File: config.mk
export PLATFORM = sky130hd
export DESIGN_NAME = alu_issue_stage
export DESIGN_NICKNAME = d
export VERILOG_FILES = /design/src/rtl/alu_issue_stage.sv
export SDC_FILE = /design/constraint.sdc
export NUM_CORES = 1
export LEC_CHECK = 0
export CAP_MARGIN = 25
export CORE_ASPECT_RATIO = 1.1
export CORE_UTILIZATION = 30
export CTS_CLUSTER_SIZE = 40
export DETAILED_ROUTE_END_ITERATION = 8
export SYNTH_ARGS = -nofsm -noshare
export SYNTH_HDL_FRONTEND = slang
export SYNTH_SLANG_ARGS = --single-unit
File: constraint.sdc
create_clock -name clk -period 6 [get_ports clk]
set_input_delay 1.2 -clock clk [delete_from_list [all_inputs] [get_ports clk]]
set_output_delay 1.2 -clock clk [all_outputs]
set_load 0.05 [all_outputs]
File: src/rtl/alu_issue_stage.sv
// alu_issue_stage: ALU issue register with a 2-entry skid buffer, hazard interlock and flush; `ALU_ISSUE_FWD_EN enables EX/MEM and MEM/WB forwarding
module alu_issue_stage #(
    parameter int XLEN = 32,
    parameter int OPW  = 4,
    parameter int RW   = 5
) (
    input  logic            clk,
    input  logic            rst_n,
    input  logic            flush,
    input  logic            in_valid,
    output logic            in_ready,
    input  logic [XLEN-1:0] in_pc,
    input  logic [RW-1:0]   in_rs1_idx,
    input  logic [RW-1:0]   in_rs2_idx,
    input  logic [XLEN-1:0] in_rs1_val,
    input  logic [XLEN-1:0] in_rs2_val,
    input  logic [XLEN-1:0] in_imm,
    input  logic            in_sel_a,
    input  logic            in_sel_b,
    input  logic [OPW-1:0]  in_alu_op,
    input  logic [RW-1:0]   in_rd,
    input  logic            in_rd_we,
    input  logic            exm_we,
    input  logic            exm_is_load,
    input  logic [RW-1:0]   exm_rd,
    input  logic [XLEN-1:0] exm_data,
    input  logic            mwb_we,
    input  logic [RW-1:0]   mwb_rd,
    input  logic [XLEN-1:0] mwb_data,
    output logic            out_valid,
    input  logic            out_ready,
    output logic [XLEN-1:0] op_a,
    output logic [XLEN-1:0] op_b,
    output logic [OPW-1:0]  out_alu_op,
    output logic [RW-1:0]   out_rd,
    output logic            out_rd_we,
    output logic [XLEN-1:0] out_pc
);
    typedef struct packed {
        logic [XLEN-1:0] a;
        logic [XLEN-1:0] b;
        logic [XLEN-1:0] pc;
        logic [OPW-1:0]  op;
        logic [RW-1:0]   rd;
        logic            rd_we;
    } entry_t;

    entry_t main_q, skid_q, new_e;
    logic main_v, skid_v, hazard, accept, drain, use_a, use_b;
    logic [XLEN-1:0] rs1_r, rs2_r;

    assign use_a = ~in_sel_a && in_rs1_idx != '0;
    assign use_b = ~in_sel_b && in_rs2_idx != '0;

`ifdef ALU_ISSUE_FWD_EN
    function automatic logic [XLEN-1:0] fwd(input logic [RW-1:0] r, input logic [XLEN-1:0] rf);
        return (r == '0) ? '0 : (exm_we && exm_rd == r) ? exm_data : (mwb_we && mwb_rd == r) ? mwb_data : rf;
    endfunction
    assign rs1_r  = fwd(in_rs1_idx, in_rs1_val);
    assign rs2_r  = fwd(in_rs2_idx, in_rs2_val);
    assign hazard = exm_we && exm_is_load &&
                    ((use_a && exm_rd == in_rs1_idx) || (use_b && exm_rd == in_rs2_idx));
`else
    function automatic logic dep(input logic [RW-1:0] r);
        return (exm_we && exm_rd == r) || (mwb_we && mwb_rd == r);
    endfunction
    logic unused_fwd;
    assign unused_fwd = ^{exm_is_load, exm_data, mwb_data};
    assign rs1_r  = (in_rs1_idx == '0) ? '0 : in_rs1_val;
    assign rs2_r  = (in_rs2_idx == '0) ? '0 : in_rs2_val;
    assign hazard = (use_a && dep(in_rs1_idx)) || (use_b && dep(in_rs2_idx));
`endif

    always_comb begin
        new_e.a     = in_sel_a ? in_pc : rs1_r;
        new_e.b     = in_sel_b ? in_imm : rs2_r;
        new_e.pc    = in_pc;
        new_e.op    = in_alu_op;
        new_e.rd    = in_rd;
        new_e.rd_we = in_rd_we;
    end

    assign in_ready = ~skid_v && ~hazard && rst_n && ~flush;
    assign accept   = in_valid && in_ready;
    assign drain    = main_v && out_ready;

    // skid is only ever occupied behind a valid main entry, so an empty main implies an empty skid
    always_ff @(posedge clk) begin
        if (!rst_n) begin
            main_v <= 1'b0;
            skid_v <= 1'b0;
            main_q <= '0;
            skid_q <= '0;
        end else if (flush) begin
            main_v <= 1'b0;
            skid_v <= 1'b0;
        end else if (!main_v || drain) begin
            main_v <= skid_v || accept;
            skid_v <= 1'b0;
            if (skid_v) main_q <= skid_q;
            else if (accept) main_q <= new_e;
        end else if (accept) begin
            skid_q <= new_e;
            skid_v <= 1'b1;
        end
    end

    assign out_valid  = main_v;
    assign op_a       = main_q.a;
    assign op_b       = main_q.b;
    assign out_pc     = main_q.pc;
    assign out_alu_op = main_q.op;
    assign out_rd     = main_q.rd;
    assign out_rd_we  = main_q.rd_we;
endmodule

Word level (Yosys, flattened, before mapping)
Cells that the tools add are included.
Word-level totals
  word-level logic and storage cells: 59
  output and inout bits: 108
  input port bits: 232
  bits in registers: 214
Cells by class
  reduce and logical (&&, ||, !) cells: 28
  eq/ne operators: 4
  bitwise operators: 7
  multiplexer cells: 6
Operator list (number)
  $mux 106: 2
  $mux 32: 4
  $eq 5x5->1: 4
  $logic_and 1x1->1: 13
  $logic_not 5->1: 2
  $reduce_bool 5->1: 2
  $not 1->1: 7
  $reduce_and 3->1: 2
  $logic_or 1x1->1: 5
  $reduce_or 3->1: 1
  $reduce_bool 2->1: 1
  $reduce_or 2->1: 1
  $logic_not 1->1: 1

Depth between registers and ports, before layout
Gate-level depths: netlist of the first run.
  depth after elaboration: 12
  depth in mapped cells: 9
  gate-level depth less buffers: 6

Worst setup path after synthesis of the first run
OpenSTA, ideal clock, no wires.
  path kind: input port to output port
  start: input in_rs1_idx[0]
  end: output in_ready
  data required time: 4.800 ns
  cell stages on the path: 6
  arrival: 3.019 ns
  path buffers: 2
  slack: 1.781 ns
  cells stage by stage: nor3_1 a21oi_2 a221oi_4 buf_4 buf_2 nor2b_1
On the way
  longest elaborated chain between the ends: 9
  elaborated cells between the ends (all ways): 13
  those cells by class: eq/ne (2); bitwise (1); reduce/logical (10)
Ends and longest elaborated chain
  from (decl): RTL line 13  | input logic [RW-1:0] in_rs1_idx,
  $eq 5x5->1: RTL line 65  | return (exm_we && exm_rd == r) || (mwb_we && mwb_rd == r);
  $logic_and 1x1->1: RTL line 65
  $logic_or 1x1->1: RTL line 65
  $logic_and 1x1->1 *: RTL line 71  | assign hazard = (use_a && dep(in_rs1_idx)) || (use_b && dep(in_rs2_idx));
  $logic_or 1x1->1 *: RTL line 71
  $not 1->1 *: RTL line 83  | assign in_ready = ~skid_v && ~hazard && rst_n && ~flush;
  $logic_and 1x1->1 * (3 in a row): RTL line 83
  to (decl): RTL line 11  | output logic in_ready,
Mark *: on every way between the ends. The rest lies on a longest branch, timed or not.

Worst setup path after layout of the first run
  start: input in_rs1_idx[4]
  end: register skid_q[44] (netlist name)
On the way
  longest elaborated chain between the ends: 11
  elaborated cells between the ends (all ways): 15
  those cells by class: eq/ne (2); bitwise (1); reduce/logical (12)
Ends and longest elaborated chain
  $eq 5x5->1: RTL line 65
  $logic_and 1x1->1: RTL line 65
  $logic_or 1x1->1: RTL line 65
  $logic_and 1x1->1 *: RTL line 71
  $logic_or 1x1->1 *: RTL line 71
  $not 1->1 *: RTL line 83
  $logic_and 1x1->1 * (3 in a row): RTL line 83
  $logic_and 1x1->1 *: RTL line 84  | assign accept = in_valid && in_ready;
  $reduce_and 3->1 (no line) *
  to (signal assigned): RTL line 103  | skid_q <= new_e;
  to (decl): RTL line 48  | entry_t main_q, skid_q, new_e;
Marks and branches as above.
A chain may end at the register's enable or synchronous reset.

==> results.toml, run 1 <==
[worst_setup_path]
rrSetupSlack_ns = 2.99
critPathBufInv = 3
worstSetupPathType = "input port to flop"
start_kind = "input port"
critPathSlowestCell = "buf_4"
rr_endpoint = "skid_q[62]"
critPathCaptureType = "flop"
critPathMaxStageDelay_ns = 0.78
endpoint = "skid_q[44]"
reg2regPathDepth = 5
crit_chain = "clkdlybuf4s50_1 -> nor3_1 -> a21oi_4 -> a221oi_4 -> buf_4 -> buf_4 -> a31oi_1 -> a211oi_1"
cp-startpoint = "in_rs1_idx[4]"
crit_family = "buffers and inverters"
cp.arrival_ns = 4.62
r2r-start = "skid_v"
required_ns = 6.42
crit_fanout = 76
cp.depth = 8
crit_top_cell = "buf_4"

[clock_network]
cts_buffer_depth = 3
clkTransAtPathRegs_ns = 0.06
insertion_delay_ns = 0.51
clock_sinks = 214
cts-root-buf = "clkbuf_16"
cts_tree = "built"
ctsHtreeMaxLevel = 1
cts_resized = 0
numCtsBuffers = 25
postCtsSetupBuffers = 0
cts_hold_buf = 0

[sta]
worst_clock_skew_ns = 0.00513
post-route-period-util_pct = 70.0
tightest_slew_ns = 0.989
max_freq_mhz = 238
finalSetupViolCount = 0
final-max-slew-violation-count = 0
hold_viol_final = 0
maxSlewHeadroom_pct = 34.0
layout_min_cycle_time_ns = 4.20
rsz0062_at_grt = "no"
setup_tns_ns = 0

[detailed_routing]
drc_errors = 0
dr_total_vias = 9761
drt_iter0_drc = 659
wl_per_cell_microns = 17.6
first_pass_iters = 5
ant_nets = 0
routed_wl_mm = 33.3
vias_per_cell = 5.18

[synthesis]
syn_avg_cell_area_sq_um = 8.41
netlist_instances = 1249
synth_top_area_cell = "dfxtp_1"
synth_area_leaders = "dfxtp_1 (41%), mux2i_1 (10%), nand2_1 (10%)"
async_reset_ff_share_pct = 0
synth-seq-cells = 214
synth_top_flop_cell = "dfxtp_1"
yosysWarnings = 0
synth_edf_count = 0
syn-num-nets = 1481
synth_top_area_share_pct = 40.8
synthesis.area_sq_um = 10500
synthDistinctLibCells = 28
seq_area_frac_synth_pct = 40.8

[power_and_ir_drop]
pwr-share-comb_pct = 13.4
p_int_mw = 2.58
power.share.clock_pct = 44.8
powerDensity_nw_per_um2 = 243
seqPwrFrac_pct = 41.8
ir_drop_uv = 157
switchingPower_mw = 0.880
swShare_pct = 25.4
p_leak_nw = 5.31

[floorplanning]
core_sq_um = 34400
start_util_pct = 30.6
fp.dieH_microns = 198
dieArea_sq_um = 35800
io_pins = 340
die_w_microns = 180
row_count = 71

[placed_design]
post-place-cells = 1840
dp_hpwl_mm = 20.7
portBuffers = 274
routabilityCongestion = 0.758

[min_path]
hold_path_class = "flop to flop"
worstHoldStart = "op_b[13]"

[cells_and_area]
drive_gt1_share_pct = 10.8
area_growth_pct = 35.4
n_fill_cell = 3388
instances_no_fill = 1886
antenna_cells = 0
nNetsFinal = 1662

[global_route]
grt_max_degree = 105
grt_pass1_wl_mm = 52.3
antenna_found_initial = 1
grt-ovfl-total = 0
grt_pass1_vias = 9307
track_usage_pct = 18.0

[run]
cap_violations = 0

[status]
status = "completed"
==> tightest hold or removal path, delay by kind of cell (launching register included) <==
| family | cells | cell delay, ns |
|---|---|---|
| multiplexers | 1 | 0.05 |
| flip-flops | 1 | 0.30 |
| AND/OR/NAND/NOR | 1 | 0.05 |
==> worst min-delay path by stage <==
stage,end,depth (start not counted),slack [ns]
detailed placement,op_b[12],2,0.45
finish,op_b[13],2,0.46
global route,op_a[7],2,0.48
CTS,op_b[12],2,0.46
floorplan,skid_q[0],3,0.51
global placement,op_a[0],2,0.44
==> synthesized netlist by cell type (2+ instances only) <==
cell,count
a211oi_1,64
a21oi_1,46
a21oi_2,2
a22oi_1,64
a31o_2,42
a31oi_1,64
buf_1,8
buf_2,15
buf_4,18
clkbuf_1,95
dfxtp_1,214
inv_1,43
mux2_2,42
mux2i_1,106
nand2_1,281
nand4_1,46
nor2_1,2
nor3_1,4
o21ai_0,64
o22ai_2,2
xnor2_1,20
==> cell type report <==
type | instances | area (sq um) | share of cell area (%)
multi-input combinational | 855 | 5490 | 38.6
sequential | 214 | 4290 | 30.1
timing repair buffer | 290 | 2890 | 20.3
clock buffer | 36 | 747 | 5.25
tap | 438 | 548 | 3.85
inverter | 44 | 168 | 1.18
clock inverter | 9 | 97.6 | 0.686
==> through the flow <==
step	power (mW)	utilization (%)	instance area [sq um]	hold WS [ns]	worst slack, ns
after global routing	3.62	41.4	14200	0.478	1.66
final	3.46	41.4	14200	0.458	1.80
after detailed placement	1.94	38.8	13400	0.451	1.35
after CTS	3.51	41.3	14200	0.459	1.87
after global placement	1.94	38.8	13400	0.445	1.44
after floorplan	1.73	-	10500	0.508	1.78
==> state kept, by name, summed over array words and instances, names as in the netlist <==
name / count
skid_q: 106
out_alu_op: 4
out_valid: 1
out_pc: 32
op_b: 32
out_rd: 5
skid_v: 1
out_rd_we: 1
op_a: 32
==> logic make-up (layout without fill, tap and decap cells) <==
kind of cell / after synthesis / in the layout / share of synthesized area (%)
xor+xnor: 20 / 20 / 1.67
flops: 214 / 214 / 40.8
buf+inv: 180 / 379 / 7.25
simple gates: 337 / 337 / 13.3
mux: 148 / 148 / 14.6
compound gates: 350 / 350 / 22.4
==> per-layer routing <==
layer	vias up	part of all wire [%]	GRT usage [%]
met4	2	2.1	4.94
met3	47	4.9	3.18
met2	236	48	30.9
met5	-	0.039	0
met1	4660	45	23.1
li1	4816	-	-
==> layout by cell type, fill, tap and decap left out, types with 3 or more instances in the layout <==
master,count
o21ai_0,64
nand2_1,281
mux2i_1,106
clkbuf_1,3
nand4_1,46
a31o_2,42
clkinv_2,6
a21oi_1,46
xnor2_1,20
clkbuf_8,8
clkbuf_16,25
a22oi_1,64
a31oi_1,64
nor3_1,3
dfxtp_1,213
buf_4,16
a211oi_1,64
mux2_2,42
inv_1,43
clkdlybuf4s50_1,270
==> power groups by stage <==
stage | registers, mW | logic [mW] | clock network, mW
6_report | 1.45 | 0.463 | 1.55
5_1_grt | 1.45 | 0.498 | 1.67
4_1_cts | 1.45 | 0.465 | 1.60
2_1_floorplan | 1.53 | 0.195 | 0
3_5_place_dp | 1.48 | 0.463 | 0
3_3_place_gp | 1.48 | 0.460 | 0
Power figures use the tool's default switching activity.
==> run 2, diff against run 1 <==
Clock period 6 ns to 4 ns, I/O delays scaled along.
==> results.toml, run 2 (synthesis gave the netlist of run 1 again) <==
[status]
status = "completed"

[cells_and_area]
top_register = "skid_q"
utilization_pct = 41.9
final_area_sq_um = 14400
instances_no_fill = 1891
multi_input_area_sq_um = 5490
nNetsFinal = 1665
regArea_sq_um = 4290
layout_common_cells = "nand2_1 (281), clkdlybuf4s50_1 (270), dfxtp_1 (213)"
antenna_cells = 0
area_growth_pct = 37.0
drive_gt1_share_pct = 11.0
final_common_cell = "nand2_1"
largest_reg_flops = 106
n_fill_cell = 3359

[detailed_routing]
ant_nets = 0
wl_per_cell_microns = 17.6
drc_errors = 0
drt_iter0_drc = 763
first_pass_iters = 5
vias_per_cell = 5.20
routed_wl_mm = 33.3
dr_total_vias = 9839

[sta]
setup_tns_ns = 0
setup_ws_ns = 0.611
maxSlewHeadroom_pct = 34.3
worst_clock_skew_ns = 0.00862
rsz0062_at_grt = "no"
max_freq_mhz = 295
tightest_slew_ns = 0.985
layout_min_cycle_time_ns = 3.39
hold_viol_final = 0
final-max-slew-violation-count = 0
post-route-period-util_pct = 84.7
worst_hold_slack_ns = 0.455
finalSetupViolCount = 0

[clock_network]
cts-root-buf = "clkbuf_16"
cts_tree = "built"
insertion_delay_ns = 0.52
clock_sinks = 214
numCtsBuffers = 26
cts_hold_buf = 0
cts_resized = 0
postCtsSetupBuffers = 0
ctsHtreeMaxLevel = 1
cts_buffer_depth = 3
clkTransAtPathRegs_ns = 0.06

[placed_design]
post-place-cells = 1842
routabilityCongestion = 0.754
pre_cts_ws_ns = 0.503
place_area_sq_um = 13500
portBuffers = 274
dp_hpwl_mm = 20.8

[floorplanning]
row_count = 71
dieArea_sq_um = 35800
core_sq_um = 34400
die_w_microns = 180
io_pins = 340
start_util_pct = 30.6
fp.dieH_microns = 198

[worst_setup_path]
start_kind = "input port"
cp.arrival_ns = 2.59
worstSetupPathType = "input port to output pin"
crit_fanout = 3
crit_chain = "clkdlybuf4s50_1 -> nor3_1 -> a21oi_4 -> a221oi_4 -> nor2b_1 -> buf_4"
required_ns = 3.20
critPathMaxStageDelay_ns = 0.48
critPathSlowestCell = "clkdlybuf4s50_1"
critPathCaptureType = "output pin"

[global_route]
grt_pass1_wl_mm = 53.0
track_usage_pct = 18.2
grt_max_degree = 100
grt_pass1_vias = 9519
antenna_found_initial = 1
grt-ovfl-total = 0

[power_and_ir_drop]
powerDensity_nw_per_um2 = 366
power.share.clock_pct = 45.5
switchingPower_mw = 1.35
seqPwrFrac_pct = 41.2
ir_drop_uv = 317
p_leak_nw = 5.37
total_power_mw = 5.27
swShare_pct = 25.6
pwr-share-comb_pct = 13.3
p_int_mw = 3.92

[run]
cap_violations = 0

[min_path]
hold_path_class = "flop to flop"
[run 2: final timing paths]
check / start / end / slack [ns] / depth (start not counted)
setup / recovery: in_rs1_idx[0] / in_ready / 0.61 / 6
hold / removal: out_pc[31] / out_pc[31] / 0.45 / 2
setup reg to reg: skid_v / skid_q[69] / 2.04 / 5
hold reg to reg: out_pc[31] / out_pc[31] / 0.45 / 2
[run 2: layout make-up]
class                   instances  share of cell area, %
clock buffers                  40                   5.66
clock inverters                 8                  0.478
inverters                      44                   1.16
multi-input cells             855                   38.2
flip-flops and latches        214                   29.8
well taps                     438                   3.81
repair buffers                292                   20.9
[run 2: critical path, delay by kind of cell]
family                 cells  cell delay, ns
buffers and inverters      2            0.71
AOI/OAI and AO/OA          2            0.46
and+or+nand+nor            2            0.61
[run 2: layer usage]
layer / track usage [%] / up-vias / share of wire (%)
met5: 0 / - / 0.039
met4: 5.98 / 2 / 2.9
met3: 2.94 / 54 / 4.7
met2: 30.9 / 230 / 48
met1: 23.5 / 4720 / 44
li1: - / 4833 / -
[run 2: power by group through the flow]
stage	registers, mW	logic, mW	clock network (mW)
6_report	2.17	0.702	2.40
2_1_floorplan	2.30	0.293	0
4_1_cts	2.17	0.708	2.47
3_5_place_dp	2.22	0.705	0
3_3_place_gp	2.22	0.700	0
5_1_grt	2.17	0.757	2.57
==> run 3, diff against run 2 <==
Clock period 4 ns to 3.4 ns, I/O delays scaled along.
==> results.toml, run 3 (synthesis gave the netlist of run 1 again) <==
[sta]
worst_clock_skew_ns = 0.0214
final-max-slew-violation-count = 0
finalSetupViolCount = 0
hold_viol_final = 0
max_freq_mhz = 331
setup_ws_ns = 0.375
tightest_slew_ns = 0.837
layout_min_cycle_time_ns = 3.02
rsz0062_at_grt = "no"
maxSlewHeadroom_pct = 44.2
setup_tns_ns = 0
post-route-period-util_pct = 89.0

[global_route]
grt_max_degree = 126
antenna_found_initial = 1
grt-ovfl-total = 0
track_usage_pct = 18.0
grt_pass1_wl_mm = 52.2
grt_pass1_vias = 9347

[cells_and_area]
n_fill_cell = 3341
final_common_cell = "nand2_1"
layout_common_cells = "nand2_1 (281), clkdlybuf4s50_1 (270), dfxtp_1 (213)"
multi_input_area_sq_um = 5490
nNetsFinal = 1666
instances_no_fill = 1891
area_growth_pct = 37.1
largest_reg_flops = 106
drive_gt1_share_pct = 10.9
top_register = "skid_q"
regArea_sq_um = 4290

[power_and_ir_drop]
p_leak_nw = 5.37
powerDensity_nw_per_um2 = 440
ir_drop_uv = 315

[clock_network]
cts-root-buf = "clkbuf_16"
cts_resized = 0
postCtsSetupBuffers = 0
cts_buffer_depth = 3
cts_tree = "built"
clkTransAtPathRegs_ns = 0.05
numCtsBuffers = 25
cts_hold_buf = 0
ctsHtreeMaxLevel = 1
insertion_delay_ns = 0.53
clock_sinks = 214

[floorplanning]
die_w_microns = 180
fp.dieH_microns = 198
core_sq_um = 34400
io_pins = 340
dieArea_sq_um = 35800
start_util_pct = 30.6
row_count = 71

[min_path]
hold_path_class = "flop to flop"

[detailed_routing]
routed_wl_mm = 33.5
wl_met2_mm = 16.2
dr_wl_met3_mm = 1.49
wl_met1_mm = 15.0
first_pass_iters = 5
drt_iter0_drc = 527
drc_errors = 0
ant_nets = 0
wl_per_cell_microns = 17.7
dr_total_vias = 9821
highest_layer = "met4"
vias_per_cell = 5.19

[run]
cap_violations = 0

[worst_setup_path]
cp.arrival_ns = 2.34
worstSetupPathType = "input port to output pin"
start_kind = "input port"
crit_fanout = 3
critPathCaptureType = "output pin"
required_ns = 2.72

[placed_design]
dp_hpwl_mm = 21.0
routabilityCongestion = 0.760
pre_cts_ws_ns = 0.344
portBuffers = 274
post-place-cells = 1845

[status]
status = "completed"
## run 3: cell types whose count changed in the layout (fill, tap and decap cells not counted)
cell       before  now
buf_4           9   13
bufinv_16       1    5
buf_16          1    0
clkbuf_8        9    7
clkinv_2        5    2
buf_12         10    9
clkbuf_1        4    5
inv_4           2    1
clkbuf_16      27   25
diode_2         0    1
## run 3: final timing paths
path	startpoint	endpoint	slack [ns]	cells past startpoint
hold / removal	out_pc[31]	out_pc[31]	0.46	2
setup / recovery	in_rs1_idx[0]	in_ready	0.38	6
setup reg to reg	skid_v	skid_q[88]	1.38	4
hold reg to reg	out_pc[31]	out_pc[31]	0.46	2
## run 3: area by class of cell
cell class	instances	share of cell area (%)
multi-input combinational	855	38.1
sequential	214	29.8
timing repair buffer	294	20.8
clock buffer	37	5.14
tap	438	3.80
clock inverter	8	1.16
inverter	44	1.16
antenna	1	0.0174
## run 3: through the flow
step | hold WS, ns | utilization, % | instance area [sq um] | total power, mW
2_1_floorplan | 0.508 | - | 10500 | 3.05
3_3_place_gp | 0.444 | 39.2 | 13500 | 3.43
3_5_place_dp | 0.451 | 39.2 | 13500 | 3.44
4_1_cts | 0.459 | 41.9 | 14400 | 6.44
5_1_grt | 0.479 | 41.9 | 14400 | 6.59
6_report | 0.457 | 41.9 | 14400 | 6.34
## run 3: layer usage
layer  global-route usage (%)  up-vias
met4                     5.41        0
met1                     23.0     4703
met2                     31.1      242
li1                         -     4830
met5                        0        -
met3                     2.70       46
## run 3: report_power, final
group          switching, mW  internal [mW]
Combinational          0.468          0.359
Clock                   1.09           1.88
Sequential            0.0156           2.54
Total                   1.57           4.77
## run 3: worst max-delay path, stage by stage
cell and delay (ns):
clkdlybuf4s50_1 0.48, nor3_1 0.35, a21oi_4 0.12, a221oi_4 0.32, nor2b_1 0.17, buf_4 0.22
